`src/rtl/skeleton_keypoint_finder_pkg.sv`:
```
// Shared types for the skeleton keypoint finder: keypoint record, type encoding, FSM states.
package skeleton_keypoint_finder_pkg;

    localparam int unsigned KP_COORD_W = 12;
    localparam int unsigned COUNT_W    = 8;

    typedef enum logic {
        KP_ENDPOINT = 1'b0,
        KP_JUNCTION = 1'b1
    } kp_type_e;

    typedef struct packed {
        logic [KP_COORD_W-1:0] hcount;
        logic [KP_COORD_W-1:0] vcount;
        kp_type_e              kp_type;
    } keypoint_t;

    typedef enum logic [1:0] {
        WAIT_FRAME = 2'd0,
        ACTIVE     = 2'd1,
        FINISH     = 2'd2
    } fsm_state_e;

    // Number of set bits among the eight window neighbours.
    function automatic logic [3:0] popcount8(input logic [7:0] bits);
        logic [3:0] sum;
        sum = '0;
        for (int i = 0; i < 8; i++) begin
            sum = sum + 4'(bits[i]);
        end
        return sum;
    endfunction

endpackage

```
`src/rtl/keypoint_fifo.sv`:
```
// First-word-fall-through FIFO; a push while full succeeds only if a pop happens in the same cycle.
module keypoint_fifo #(
    parameter int unsigned WIDTH = 25,
    parameter int unsigned DEPTH = 64
) (
    input  logic             clk_in,
    input  logic             rst_in,
    input  logic             push,
    input  logic [WIDTH-1:0] push_data,
    input  logic             pop,
    output logic [WIDTH-1:0] pop_data,
    output logic             full,
    output logic             empty
);

    localparam int unsigned AW = $clog2(DEPTH);

    logic [WIDTH-1:0] mem [DEPTH];
    logic [AW:0]      wr_ptr;
    logic [AW:0]      rd_ptr;
    logic             do_pop;
    logic             do_push;

    assign empty    = (wr_ptr == rd_ptr);
    assign full     = (wr_ptr[AW] != rd_ptr[AW]) && (wr_ptr[AW-1:0] == rd_ptr[AW-1:0]);
    assign do_pop   = pop && !empty;
    assign do_push  = push && (!full || do_pop);
    assign pop_data = mem[rd_ptr[AW-1:0]];

    always_ff @(posedge clk_in) begin
        if (rst_in) begin
            wr_ptr <= '0;
            rd_ptr <= '0;
        end else begin
            if (do_push) wr_ptr <= wr_ptr + (AW+1)'(1);
            if (do_pop)  rd_ptr <= rd_ptr + (AW+1)'(1);
        end
    end

    // Storage is left unreset so it can map onto a plain RAM.
    always_ff @(posedge clk_in) begin
        if (do_push) mem[wr_ptr[AW-1:0]] <= push_data;
    end

endmodule

```
`src/rtl/skeleton_keypoint_finder.sv`:
```
// Finds skeleton endpoints and junctions in a raster pixel stream via a 3x3 window and queues them.
module skeleton_keypoint_finder
    import skeleton_keypoint_finder_pkg::*;
#(
    parameter int unsigned HORIZONTAL_COUNT = 320,
    parameter int unsigned VERTICAL_COUNT   = 180,
    parameter int unsigned FIFO_DEPTH       = 64
) (
    input  logic                                clk_in,
    input  logic                                rst_in,
    input  logic [$clog2(HORIZONTAL_COUNT)-1:0] hcount_in,
    input  logic [$clog2(VERTICAL_COUNT)-1:0]   vcount_in,
    input  logic                                skeleton_in,
    input  logic                                pixel_valid_in,
    output logic                                keypoint_valid_out,
    input  logic                                keypoint_ready_in,
    output logic [$clog2(HORIZONTAL_COUNT)-1:0] keypoint_hcount_out,
    output logic [$clog2(VERTICAL_COUNT)-1:0]   keypoint_vcount_out,
    output logic                                keypoint_type_out,
    output logic [7:0]                          endpoint_count_out,
    output logic [7:0]                          junction_count_out,
    output logic                                overflow_out,
    output logic                                frame_done_out
);

    localparam int unsigned HWIDTH = $clog2(HORIZONTAL_COUNT);
    localparam int unsigned VWIDTH = $clog2(VERTICAL_COUNT);
    localparam int unsigned KP_W   = $bits(keypoint_t);

    fsm_state_e                  state_q;
    fsm_state_e                  state_d;
    logic                        frame_start_c;
    logic                        frame_end_c;

    logic [HORIZONTAL_COUNT-1:0] row1_q;
    logic [HORIZONTAL_COUNT-1:0] row2_q;
    logic [2:0]                  col_prev_q;
    logic [2:0]                  col_centre_q;
    logic [2:0]                  col_new_c;
    logic [7:0]                  neigh_c;
    logic [3:0]                  ncount_c;
    logic                        centre_ok_c;
    logic                        is_end_c;
    logic                        is_junc_c;

    keypoint_t                   kp_q;
    logic                        kp_valid_q;
    logic [COUNT_W-1:0]          ep_run_q;
    logic [COUNT_W-1:0]          jn_run_q;

    logic [KP_W-1:0]             head_bits;
    keypoint_t                   head;
    logic                        fifo_full;
    logic                        fifo_empty;
    logic                        fifo_pop;
    logic                        fifo_drop;

    assign frame_start_c = pixel_valid_in && (hcount_in == '0) && (vcount_in == '0);
    assign frame_end_c   = pixel_valid_in && (state_q == ACTIVE)
                         && (hcount_in == HWIDTH'(HORIZONTAL_COUNT - 1))
                         && (vcount_in == VWIDTH'(VERTICAL_COUNT - 1));

    always_ff @(posedge clk_in) begin
        if (rst_in) state_q <= WAIT_FRAME;
        else        state_q <= state_d;
    end

    // A pixel at (0,0) always (re)starts a frame, whatever the current state.
    always_comb begin
        state_d = state_q;
        case (state_q)
            WAIT_FRAME: if (frame_start_c) state_d = ACTIVE;
            ACTIVE:     if (!frame_start_c && frame_end_c) state_d = FINISH;
            FINISH:     state_d = frame_start_c ? ACTIVE : WAIT_FRAME;
            default:    state_d = WAIT_FRAME;
        endcase
    end

    // Window columns: bit 2 = row v-2, bit 1 = row v-1, bit 0 = row v.
    assign col_new_c = {row2_q[hcount_in], row1_q[hcount_in], skeleton_in};

    always_ff @(posedge clk_in) begin
        if (pixel_valid_in) begin
            row2_q[hcount_in] <= row1_q[hcount_in];
            row1_q[hcount_in] <= skeleton_in;
            col_prev_q        <= col_centre_q;
            col_centre_q      <= col_new_c;
        end
    end

    assign neigh_c     = {col_prev_q, col_centre_q[2], col_centre_q[0], col_new_c};
    assign ncount_c    = popcount8(neigh_c);
    assign centre_ok_c = pixel_valid_in && (state_q == ACTIVE) && !frame_start_c
                       && (hcount_in >= HWIDTH'(2)) && (vcount_in >= VWIDTH'(2))
                       && col_centre_q[1];
    assign is_end_c    = centre_ok_c && (ncount_c == 4'd1);
    assign is_junc_c   = centre_ok_c && (ncount_c >= 4'd3);

    always_ff @(posedge clk_in) begin
        if (rst_in) begin
            kp_valid_q <= 1'b0;
            kp_q       <= '0;
        end else begin
            kp_valid_q <= is_end_c || is_junc_c;
            if (is_end_c || is_junc_c) begin
                kp_q.hcount  <= KP_COORD_W'(hcount_in - HWIDTH'(1));
                kp_q.vcount  <= KP_COORD_W'(vcount_in - VWIDTH'(1));
                kp_q.kp_type <= is_junc_c ? KP_JUNCTION : KP_ENDPOINT;
            end
        end
    end

    // Running counts include keypoints later dropped by a full queue.
    always_ff @(posedge clk_in) begin
        if (rst_in) begin
            ep_run_q           <= '0;
            jn_run_q           <= '0;
            endpoint_count_out <= '0;
            junction_count_out <= '0;
            overflow_out       <= 1'b0;
        end else begin
            if (frame_start_c) begin
                ep_run_q <= '0;
                jn_run_q <= '0;
            end else begin
                if (is_end_c && (ep_run_q != '1))  ep_run_q <= ep_run_q + COUNT_W'(1);
                if (is_junc_c && (jn_run_q != '1)) jn_run_q <= jn_run_q + COUNT_W'(1);
            end
            if (state_q == FINISH) begin
                endpoint_count_out <= ep_run_q;
                junction_count_out <= jn_run_q;
            end
            if (frame_start_c)  overflow_out <= 1'b0;
            else if (fifo_drop) overflow_out <= 1'b1;
        end
    end

    keypoint_fifo #(
        .WIDTH (KP_W),
        .DEPTH (FIFO_DEPTH)
    ) u_keypoint_fifo (
        .clk_in    (clk_in),
        .rst_in    (rst_in),
        .push      (kp_valid_q),
        .push_data (kp_q),
        .pop       (fifo_pop),
        .pop_data  (head_bits),
        .full      (fifo_full),
        .empty     (fifo_empty)
    );

    assign head      = keypoint_t'(head_bits);
    assign fifo_pop  = !fifo_empty && keypoint_ready_in;
    assign fifo_drop = kp_valid_q && fifo_full && !fifo_pop;

    // Head fields are masked while empty so unwritten storage never reaches the outputs.
    assign keypoint_valid_out  = !fifo_empty;
    assign keypoint_hcount_out = fifo_empty ? '0 : HWIDTH'(head.hcount);
    assign keypoint_vcount_out = fifo_empty ? '0 : VWIDTH'(head.vcount);
    assign keypoint_type_out   = !fifo_empty && (head.kp_type == KP_JUNCTION);
    assign frame_done_out      = (state_q == FINISH);

endmodule
```
`config.mk`:
```
export PLATFORM = sky130hd
export DESIGN_NAME = skeleton_keypoint_finder
export DESIGN_NICKNAME = d
export VERILOG_FILES = /design/src/rtl/skeleton_keypoint_finder_pkg.sv /design/src/rtl/keypoint_fifo.sv /design/src/rtl/skeleton_keypoint_finder.sv
export SDC_FILE = /design/constraint.sdc
export NUM_CORES = 2
export LEC_CHECK = 0
export BUFFER_PORTS_ARGS = -buffer_cell sky130_fd_sc_hd__buf_2
export CAP_MARGIN = 20
export CORE_AREA = 10 10 441 443
export DETAILED_ROUTE_END_ITERATION = 10
export DIE_AREA = 0 0 451 453
export PLACE_DENSITY = 0.55
export SLEW_MARGIN = 25
export SYNTH_ARGS = -nofsm -noshare
export SYNTH_HDL_FRONTEND = slang
export SYNTH_SLANG_ARGS = --single-unit
export TNS_END_PERCENT = 5
```
`constraint.sdc`:
```
create_clock -name clk_in -period 11.95 [get_ports clk_in]
set_input_delay 0.5975 -clock clk_in [delete_from_list [all_inputs] [get_ports clk_in]]
set_output_delay 0.5975 -clock clk_in [all_outputs]
set_load 0.05 [all_outputs]
```
==> impl_metrics.json <==
{
  "hold_violations": 0,
  "mappedNetlistNets": 3702,
  "async_flop_share_pct": 0,
  "grt_pass1_vias": 37200,
  "cts_root_buf": "clkbuf_16",
  "syn_to_final_growth_pct": 13.0,
  "period_needed_ps": 7390,
  "max-vdd-ir-drop_mv": 0.118,
  "path_clk_slew_ps": 60,
  "die_h_um": 453,
  "fin_worst_skew_ps": 40.7,
  "synth_edf_count": 1798,
  "antenna_found_initial": 5,
  "ys_seq_elements": 1872,
  "setup_viol_count_final": 0,
  "numClockSinks": 1872,
  "power_frac_seq_pct": 53.8,
  "power.share.clock_pct": 43.8,
  "synth_area_um2": 73700,
  "startpoint_type": "input pin",
  "crit_required_ps": 12640,
  "place_ws_ps": 3340,
  "maxSlewViolCount": 0,
  "fill_cells": 15800,
  "clock_path_buffers": 3,
  "worstSetupPathType": "input pin to flip-flop",
  "final-seq-area_um2": 55500,
  "nets": 3829,
  "path_max_fanout": 58,
  "io_buffer_count": 58,
  "drc": 0,
  "worstPathCellList": "buf_4, buf_4, mux4_2, o22ai_1, nor4_1, nor4_1, o31ai_1, or4b_1, nor4_1, fa_1, fa_1, inv_1, ha_1, inv_1, fa_1, nand2b_1, o21ai_0, and3_1, nand3_1, nand2_2, nor2_1, a311oi_1",
  "slowest_stage": "nor4_1",
  "cts_tree": "built",
  "final_cell_mix": "1798 x edfxtp_1, 505 x mux4_2, 389 x nor2_1",
  "clk_latency_ps": 820,
  "endpoint_kind": "flip-flop",
  "num_vias": 36100,
  "synth_cell_types": 66,
  "die_area_um2": 204000,
  "syn_inst": 3661,
  "viasPerCell": 5.61,
  "grt_usage_pct": 18.1,
  "place_congestion": 0.793,
  "internal_power_uw": 10600,
  "drtAntennaViolNets": 0,
  "core-area_um2": 185000,
  "p_sw_uw": 2720,
  "setup_tns_ps": 0,
  "worstPathArrival_ps": 8080,
  "postCtsSetupBuffers": 0,
  "h-tree-depth": 4,
  "maxCapViolCount": 0,
  "grt-ovfl-total": 0,
  "cts_buffers": 188,
  "post_drt_wl_per_cell_um": 29.2,
  "drtPass1Iterations": 5,
  "ys_seq_area_share_pct": 75.2,
  "row_count": 158,
  "rsz0062_at_grt": "false",
  "p_leak_uw": 0.0276,
  "drt_iter0_drc": 3731,
  "p_sw_share_pct": 20.4,
  "grt_max_degree": 249,
  "multiInputGateArea_um2": 17400,
  "powerDensity_nw_per_um2": 160,
  "final_layout_size_suffix_gt1_share_pct": 26.6,
  "pwr-share-comb_pct": 2.4,
  "final_common_cell": "edfxtp_1",
  "initial_core_util_pct": 39.9,
  "grt_pass1_wl_um": 272000,
  "status": "completed",
  "io_pins": 59,
  "synth_warnings": 0,
  "relSlewSlack_pct": 29.4,
  "final.setup.worst_slack_ps": 4560,
  "worst_slew_pin_slew_ps": 1060,
  "synthFlopType": "edfxtp_1",
  "syn_area_per_cell_um2": 20.1,
  "hpwl_um": 106000,
  "min_period_over_period_pct": 61.8,
  "final_util_pct": 45.0,
  "slowest_delay_ps": 840,
  "totalWireLength_um": 187000,
  "max_freq_mhz": 135,
  "die_w_um": 451,
  "hp-class": "input pin to flip-flop"
}
per-stage QoR:
stage	total power, uW	hold slack, ps	cell area, um2	instances
final	13300	145	83400	6427
after global placement	7620	435	77300	6076
after detailed placement	7620	436	77300	6076
after global routing	13700	112	83300	6424
after floorplan	7510	426	73700	3661
after CTS	13400	86.7	83300	6423
worst max-delay path, delay by kind of cell:
kind	cells	cell delay, ps
AOI/OAI and AO/OA	4	790
adders and majority gates	4	1560
buffers and inverters	4	1490
muxes	1	390
and+or+nand+nor	9	3180
power by group through the flow:
| stage | Combinational (uW) | Sequential, uW | Clock (uW) |
|---|---|---|---|
| after detailed placement | 319 | 7300 | 0 |
| after floorplan | 190 | 7320 | 0 |
| after global routing | 345 | 7160 | 6210 |
| after CTS | 319 | 7160 | 5930 |
| final | 320 | 7160 | 5820 |
| after global placement | 317 | 7300 | 0 |
cells by family (layout without fill, tap and decap cells):
family                     after synthesis  in the layout  synth area share, %
and+or+nand+nor                        749            749                 4.43
DFF                                   1872           1872                 75.2
other                                    0              3                    0
adders and majority gates               19             19                0.363
xor gates and xnor gates                38             38                0.451
muxes                                  568            568                 16.5
AOI/OAI and AO/OA                      161            161                 1.47
buffers and inverters                  254            537                 1.59
metal layers:
layer,vias up,track usage (%),wire length [um]
met3,250,2.81,9460
met2,1069,31.0,95600
met1,19600,24.3,78500
li1,15200,-,-
met5,-,0,23
met4,4,4.25,3900
registers in the layout, summed over array words and instances, names as in the netlist, 7 cells and up, named ones only:
signal                  flops
junction_count_out          8
kp_q                       18
u_keypoint_fifo.mem      1152
u_keypoint_fifo.wr_ptr      7
jn_run_q                    8
row1_q                    320
row2_q                    320
ep_run_q                    8
endpoint_count_out          8
u_keypoint_fifo.rd_ptr      7
timing repair:
item / in CTS / in global routing
hold buffers: 1 / 0
hold endpoints to repair: 1 / 0
gates resized for setup: 0 / 0
path summary, 6_finish.rpt:
| path | start | end | slack, ps | cells after the start |
|---|---|---|---|---|
| max | hcount_in[1] | kp_q[18] | 4560 | 22 |
| min | vcount_in[7] | kp_q[8] | 150 | 3 |
| max reg2reg | row1_q[91] | kp_q[18] | 5210 | 20 |
| min reg2reg | col_centre_q[0] | col_prev_q[0] | 450 | 0 |
layout make-up:
type	count	share of cell area [%]
sequential	1872	66.6
multi-input combinational	1535	20.8
clock buffer	232	5.93
tap	2480	3.72
timing repair buffer	168	1.47
clock inverter	114	1.33
inverter	23	0.104
antenna	3	0.00901
Yosys cell counts, drive strengths merged, types with 21 or more instances:
library cell  instances  area, um2
edfxtp             1798      54000
mux4                513      11600
nor2                452       1700
clkbuf              140        537
nand2               106        398
buf                  91        547
dfxtp                74       1480
mux2i                44        440
nand3                41        205
a211oi               38        290
nor2b                36        225
a21oi                30        150
a22oi                28        210
nor3                 22        115
o22ai                22        138
inv                  21       78.8
xor2                 21        184
(Power assumes the default switching activity.)
